$ cat src/rtl/fwft_read_stage.sv
// fwft_read_stage
//   Read-side consumer of the FIFO pointer control. Issues read requests,
//   captures the RAM read data one clock after each accepted request and
//   presents it as a first-word-fall-through valid/ready stream. A 2-entry
//   buffer (output register + skid register) sustains one word per clock
//   under continuous ready, and absorbs the in-flight word when the sink stalls.
//
// Ports
//   r_clk_i       read-domain clock, all logic on posedge
//   rst_i         synchronous active-high reset
//   r_empty_i     empty flag from read pointer control
//   r_req_o       read request to pointer control (combinational)
//   rd_data_i     RAM read data, valid one clock after an accepted request
//   dout_o        registered output word (always the oldest held word)
//   dout_valid_o  dout_o holds a valid word
//   dout_ready_i  sink accepts dout_o this clock
//   word_cnt_o    words delivered (only when RD_STATS_EN is defined, else 0)
//
// Build option
//   RD_STATS_EN   builds the 32-bit delivered-word counter behind word_cnt_o

module fwft_read_stage #(
    parameter int DATA_WIDTH = 8
) (
    input  logic                  r_clk_i,
    input  logic                  rst_i,
    input  logic                  r_empty_i,
    output logic                  r_req_o,
    input  logic [DATA_WIDTH-1:0] rd_data_i,
    output logic [DATA_WIDTH-1:0] dout_o,
    output logic                  dout_valid_o,
    input  logic                  dout_ready_i,
    output logic [31:0]           word_cnt_o
);

    // Encoding equals buffer occupancy, so the state doubles as the count.
    typedef enum logic [1:0] {
        EMPTY = 2'd0,
        ONE   = 2'd1,
        TWO   = 2'd2
    } state_t;

    state_t                state_q, state_d;
    logic                  infl_q;
    logic [DATA_WIDTH-1:0] skid_q, skid_d, out_d;
    logic                  pop;
    logic [2:0]            level;

    assign dout_valid_o = (state_q != EMPTY);
    assign pop          = dout_valid_o & dout_ready_i;

    // Words held plus the word in flight must stay within the two buffer
    // slots after this clock's pop; written as level < 2 + pop to avoid
    // a negative intermediate.
    assign level   = {1'b0, state_q} + {2'b00, infl_q};
    assign r_req_o = ~rst_i & ~r_empty_i & (level < (3'd2 + {2'b00, pop}));

    always_comb begin
        state_d = state_q;
        out_d   = dout_o;
        skid_d  = skid_q;
        case (state_q)
            EMPTY: begin
                if (infl_q) begin
                    out_d   = rd_data_i;
                    state_d = ONE;
                end
            end
            ONE: begin
                if (infl_q && pop) begin
                    out_d = rd_data_i;
                end else if (infl_q) begin
                    skid_d  = rd_data_i;
                    state_d = TWO;
                end else if (pop) begin
                    state_d = EMPTY;
                end
            end
            TWO: begin
                // Skid always holds the younger word, so it is the next
                // one to reach the output register.
                if (pop) begin
                    out_d = skid_q;
                    if (infl_q) begin
                        skid_d = rd_data_i;
                    end else begin
                        state_d = ONE;
                    end
                end
            end
            default: state_d = EMPTY;
        endcase
    end

    always_ff @(posedge r_clk_i) begin
        if (rst_i) begin
            state_q <= EMPTY;
            infl_q  <= 1'b0;
            dout_o  <= '0;
            skid_q  <= '0;
        end else begin
            state_q <= state_d;
            infl_q  <= r_req_o;
            dout_o  <= out_d;
            skid_q  <= skid_d;
        end
    end

`ifdef RD_STATS_EN
    logic [31:0] cnt_q;

    always_ff @(posedge r_clk_i) begin
        if (rst_i) begin
            cnt_q <= '0;
        end else if (pop) begin
            cnt_q <= cnt_q + 32'd1;
        end
    end

    assign word_cnt_o = cnt_q;
`else
    assign word_cnt_o = '0;
`endif

endmodule
$ cat config.mk
export PLATFORM = sky130hd
export DESIGN_NAME = fwft_read_stage
export DESIGN_NICKNAME = d
export VERILOG_FILES = /design/src/rtl/fwft_read_stage.sv
export SDC_FILE = /design/constraint.sdc
export NUM_CORES = 1
export LEC_CHECK = 0
export CAP_MARGIN = 5
export CORE_ASPECT_RATIO = 1.4
export CORE_MARGIN = 4
export CORE_UTILIZATION = 43
export CTS_BUF_LIST = sky130_fd_sc_hd__clkbuf_2
export CTS_CLUSTER_DIAMETER = 30
export DETAILED_ROUTE_END_ITERATION = 10
export GPL_TIMING_DRIVEN = 1
export MAX_ROUTING_LAYER = met4
export PLACE_DENSITY = 0.83
export SLEW_MARGIN = 20
export SYNTH_ARGS = -nofsm -noshare
export SYNTH_HDL_FRONTEND = slang
export SYNTH_SLANG_ARGS = --single-unit
$ cat constraint.sdc
create_clock -name r_clk_i -period 1.95 [get_ports r_clk_i]
set_clock_uncertainty 0.1 [all_clocks]
set_input_delay 0.4875 -clock r_clk_i [delete_from_list [all_inputs] [get_ports r_clk_i]]
set_output_delay 0.4875 -clock r_clk_i [all_outputs]
set_load 0.03 [all_outputs]
Word level (Yosys, flattened, before mapping):

Cells that the tools add are included.

* eq/ne operators: 8
* $add $sub $neg: 2
* mux-type cells: 15
* reductions and logical operators: 8
* order comparisons: 1
* bitwise gates (word level): 5

Operators with widths (number)
* two-way mux 8 bit: 6
* case mux 8 bit (3 select lines): 1
* case mux 8 bit (2 select lines): 1
* two-way mux 2 bit: 6
* inequality test 2 bit, second input constant: 5
* case mux 2 bit (3 select lines): 1
* AND reduction 5 bit: 1
* AND reduction 4 bit: 1
* nonzero test 2 bit: 2
* adder 2 x 1 -> 3 bit: 1
* adder 2 x 1 -> 3 bit, first input constant: 1
* bitwise AND 1 bit: 3
* less-than comparator 3 bit: 1
* inequality test 3 bit, second input constant: 1
* AND reduction 3 bit: 1
* nonzero test 3 bit: 1
* equality test 2 x 1 -> 1 bit, second input constant: 1
* equality test 2 bit, second input constant: 1
* zero test 2 bit: 1
* inverter 1 bit: 2
* logical AND 1 bit: 1

* bits in registers: 19
* output and inout bits: 42

Logic depth before layout (Yosys ltp):

* word-level depth: 6
* gate-level depth with buffers: 5

Least setup slack after synthesis:

OpenSTA, ideal clock, no wires.

* path kind: register to output
* from: register infl_q
* to: output r_req_o
* slack: -1027 ps
* arrival: 2389 ps
* stages on the path, launching flop included: 4
* path through: dfxtp_1 ha_1 nand3b_1 a2111oi_0

* longest elaborated chain between the ends: 3

Ends and longest elaborated chain
* start: declaration: line 44 `logic infl_q;`
* start signal: assignment: line 103 `infl_q <= r_req_o;`
* adder 2 x 1 -> 3 bit: line 55 `assign level = {1'b0, state_q} + {2'b00, infl_q};`
* less-than comparator 3 bit: line 56 `assign r_req_o = ~rst_i & ~r_empty_i & (level < (3'd2 + {2'b00, pop}));`
* bitwise AND 1 bit: line 56
* end: declaration: line 28 `output logic r_req_o,`

Every way passes these cells.

Worst setup path in the final report:

* from: input dout_ready_i
* to: output r_req_o

* longest elaborated chain between the ends: 4

Ends and longest elaborated chain
* start: declaration: line 32 `input logic dout_ready_i,`
* bitwise AND 1 bit: line 50 `assign pop = dout_valid_o & dout_ready_i;`
* adder 2 x 1 -> 3 bit: line 56
* less-than comparator 3 bit: line 56
* bitwise AND 1 bit: line 56

Every way passes these cells.

==> Implementation_results.wiki <==
{| class="wikitable"
! Metric !! Value
|-
| Outcome || complete, but fails checks
|-
| Violations in the final reports || negative setup slack
|-
| RSZ-0062 raised after global routing || yes
|-
| Mean instance size in the synthesized netlist || 9.42 um^2
|-
| Routability-driven placement congestion ratio || 0.695
|-
| Maximum fanout encountered on the critical timing path || 2
|-
| Number of DRC violations after detailed-routing iteration 0 || 14
|-
| Nets || 176
|-
| Achievable Freq || 0.443 GHz
|-
| Buffer depth of the longest clock path || 2
|-
| Peak supply drop || between 500 and 600 uV
|-
| Pins over their slew limit || 0
|-
| Data arrival time of the critical path || 1670 ps
|-
| Setup CP Type || in2out
|-
| Worst path required time || 1360 ps
|-
| Global-route wire length before repair || 4030 um
|-
| First-pass iteration count of the detailed router || 4
|-
| Number of storage elements in the synthesis netlist || 19
|-
| Vias in the first global route || 922
|-
| Post-CTS Hold Buffers || 0
|-
| Min-Delay Path Class || reg2reg
|-
| Number of top-level pins || 54
|-
| Drt drc || 0
|-
| Horizontal extent of the die || 53.5 um
|-
| Count of input and output buffers || 21
|-
| Sum of routed wire segments on met1 || 931 um
|-
| YS warnings || 0
|-
| CTS root buffer || sky130_fd_sc_hd__clkbuf_2
|-
| Post-synthesis to final-layout area growth || 22.1%
|-
| Final Hold Fails || 0
|-
| Cell Area, Synth || between 1000 and 1500 um^2
|-
| Endpoints failing setup || 1
|-
| Overall Global Routing Usage || 14.0%
|-
| Met2 wire length || between 1000 and 1500 um
|-
| Proportion of synthesized chip area in sequential cells || 30.6%
|-
| ANT nets after route || 0
|-
| Diode insertion count for antenna repair || 0
|-
| Area enclosed by the die boundary || roughly 3800 um^2
|-
| Number of max-capacitance violations reported || 0
|-
| Worst setup slack after layout || -310 ps
|-
| Maximum level of the CTS H-tree || 1
|-
| Worst-skew pair later-pin latency || 290 ps
|-
| Aggregate routed wire length || between 2000 and 2500 um
|-
| Total congestion overflow || 0
|-
| Distinct cell type count of the synthesized netlist || 26
|-
| Standard-cell row count || 22
|-
| Initial cell density of the core || between 40% and 50%
|-
| CTS tree || yes
|-
| Synthesized instance count || 132
|-
| Startpoint kind of the worst setup timing path || primary input
|-
| Depth of the worst hold-timing path || 2
|-
| Clk slew on worst S/H paths || 180 ps
|-
| Pleak || 0.766 nW
|-
| Overall power after layout || 898 uW
|-
| Antenna violations before repair || 0
|-
| CP Capture Type || output port
|-
| Total number of vias || slightly above 900
|-
| Num Clock Sinks || 19
|-
| Via count normalized by instance count || between 4 and 5
|-
| Fraction of layout cells with a size suffix above 1 || approximately 18%
|-
| Final period demand of the worst path || 2260 ps
|-
| Final HPWL DP || 1990 um
|-
| Power density over cell area || 591 nW/um^2
|-
| Met3 wirelength from detailed routing || 127 um
|-
| Highest routed metal layer || met4
|-
| Average detailed-routed wire length per instance || around 13 um
|-
| Vertical die dimension || 71.6 um
|-
| Pin count of the biggest net entering global routing || 28
|-
| Post-layout utilization of the core || 56.3%
|-
| Worst Reg-to-Reg Cells || 4
|-
| Area inside the core boundary || 2700 um^2
|-
| Final period utilization || 116%
|-
| Inserted Clock Buffers || 3
|}
[worst max-delay path, cell delays in order]
cell and delay [ps]:
sky130_fd_sc_hd__clkdlybuf4s50_1 480, sky130_fd_sc_hd__nand3b_1 140, sky130_fd_sc_hd__a2111oi_4 350, sky130_fd_sc_hd__buf_4 210
[power breakdown]
| group | internal (mW) | switching (mW) | total (mW) |
|---|---|---|---|
| logic | 0.112 | 0.197 | 0.309 |
| registers | 0.411 | 0.0142 | 0.425 |
| clock network | 0.0465 | 0.117 | 0.163 |
[area by class of cell]
| cell class | instances | area (um^2) |
|---|---|---|
| clock buffer | 3 | 15.0 |
| clock inverter | 1 | 5.00 |
| fill | 239 | 1180 |
| inverter | 2 | 7.51 |
| multi-input combinational | 103 | 742 |
| sequential | 19 | 385 |
| tap | 36 | 45.0 |
| timing repair buffer | 33 | 319 |
[per-stage QoR]
stage | TNS [ps] | hold slack, ps | worst slack (ps) | area (um^2) | instances
2_1_floorplan | 0 | 348 | 9.57 | 1400 | 163
3_3_place_gp | -2290 | 358 | -241 | 1450 | 192
3_5_place_dp | -3040 | 372 | -255 | 1450 | 192
4_1_cts | -287 | 396 | -287 | 1470 | 196
5_1_grt | -389 | 412 | -389 | 1520 | 197
6_report | -310 | 389 | -310 | 1520 | 197
[cell usage after synthesis]
master                      instances  area share [%]
sky130_fd_sc_hd__buf_4             32              19
sky130_fd_sc_hd__nand2_1            1            0.30
sky130_fd_sc_hd__clkbuf_1           4             1.2
sky130_fd_sc_hd__or3b_2             1            0.70
sky130_fd_sc_hd__a211oi_1          16             9.7
sky130_fd_sc_hd__ha_1               2             2.0
sky130_fd_sc_hd__nand2b_1          17             8.6
sky130_fd_sc_hd__a21oi_1            3             1.2
sky130_fd_sc_hd__mux2_4             1             1.2
sky130_fd_sc_hd__a2111oi_0          2             1.4
sky130_fd_sc_hd__or3b_4             1            0.91
sky130_fd_sc_hd__mux2i_1           16              13
sky130_fd_sc_hd__nand3b_1           3             1.8
sky130_fd_sc_hd__dfxtp_1           19              31
sky130_fd_sc_hd__a21o_1             2             1.2
sky130_fd_sc_hd__buf_6              1            0.91
sky130_fd_sc_hd__a21oi_4            1             1.3
sky130_fd_sc_hd__and3b_1            1            0.70
sky130_fd_sc_hd__conb_1             1            0.30
sky130_fd_sc_hd__buf_2              2            0.80
sky130_fd_sc_hd__or3_1              1            0.50
sky130_fd_sc_hd__inv_1              1            0.30
sky130_fd_sc_hd__o21ba_2            1            0.80
sky130_fd_sc_hd__or2b_1             1            0.60
sky130_fd_sc_hd__or2_2              1            0.50
sky130_fd_sc_hd__clkinv_1           1            0.30
[sequential cells by signal (all words and copies together) (netlist names)]
register,flops
skid_q,8
state_q,2
dout_o,8
infl_q,1
[layout by cell type (no fill, tap or decap)]
cell type	instances
sky130_fd_sc_hd__nand2b_1	17
sky130_fd_sc_hd__conb_1	32
sky130_fd_sc_hd__or3b_2	1
sky130_fd_sc_hd__nand2_1	1
sky130_fd_sc_hd__nand3b_1	3
sky130_fd_sc_hd__or2_4	1
sky130_fd_sc_hd__a2111oi_4	1
sky130_fd_sc_hd__a2111oi_0	1
sky130_fd_sc_hd__a21o_1	2
sky130_fd_sc_hd__a211oi_1	16
sky130_fd_sc_hd__clkbuf_2	3
sky130_fd_sc_hd__and3b_1	1
sky130_fd_sc_hd__dlymetal6s2s_1	8
sky130_fd_sc_hd__a21oi_4	1
sky130_fd_sc_hd__or3_1	1
sky130_fd_sc_hd__dfxtp_4	1
sky130_fd_sc_hd__or3b_4	1
sky130_fd_sc_hd__mux2_4	1
sky130_fd_sc_hd__buf_6	1
sky130_fd_sc_hd__dfxtp_1	17
sky130_fd_sc_hd__clkdlybuf4s50_1	11
sky130_fd_sc_hd__buf_4	13
sky130_fd_sc_hd__ha_4	2
sky130_fd_sc_hd__mux2i_1	16
sky130_fd_sc_hd__o21ba_2	1
sky130_fd_sc_hd__or2b_1	1
sky130_fd_sc_hd__clkinv_1	1
sky130_fd_sc_hd__inv_1	1
sky130_fd_sc_hd__clkinv_2	1
sky130_fd_sc_hd__a21oi_1	3
sky130_fd_sc_hd__dfxtp_2	1
[cell families after synthesis]
| family | after synthesis | synth area share [%] |
|---|---|---|
| buf+inv | 41 | 22.8 |
| compound gates | 25 | 15.6 |
| fa+ha+maj | 2 | 2.01 |
| mux | 17 | 14.1 |
| simple gates | 27 | 14.6 |
| flops | 19 | 30.6 |
| other cells | 1 | 0.302 |
[per-layer routing]
layer / up-vias / GRT usage, %
li1: 456 / -
met1: 439 / 15.3
met2: 34 / 25.1
met3: 6 / 1.46
met4: 0 / 5.11
met5: - / -
[worst paths after layout]
kind	startpoint	endpoint	slack, ps
setup / recovery	dout_ready_i	r_req_o	-310
setup reg to reg	state_q[1]$_SDFFE_PP0P_	dout_o[1]$_SDFFE_PP0P_	270
hold / removal	skid_q[0]$_SDFFE_PP0P_	skid_q[0]$_SDFFE_PP0P_	390
hold reg to reg	skid_q[0]$_SDFFE_PP0P_	skid_q[0]$_SDFFE_PP0P_	390
[what timing repair did]
action / 4_1_cts / 5_1_grt
gates cloned: 0 / 0
buffers inserted: 0 / 1
setup endpoints to repair: 1 / 9
pin swaps: 0 / 3
gates resized for setup: 0 / 11
Power figures use the tool's default switching activity.
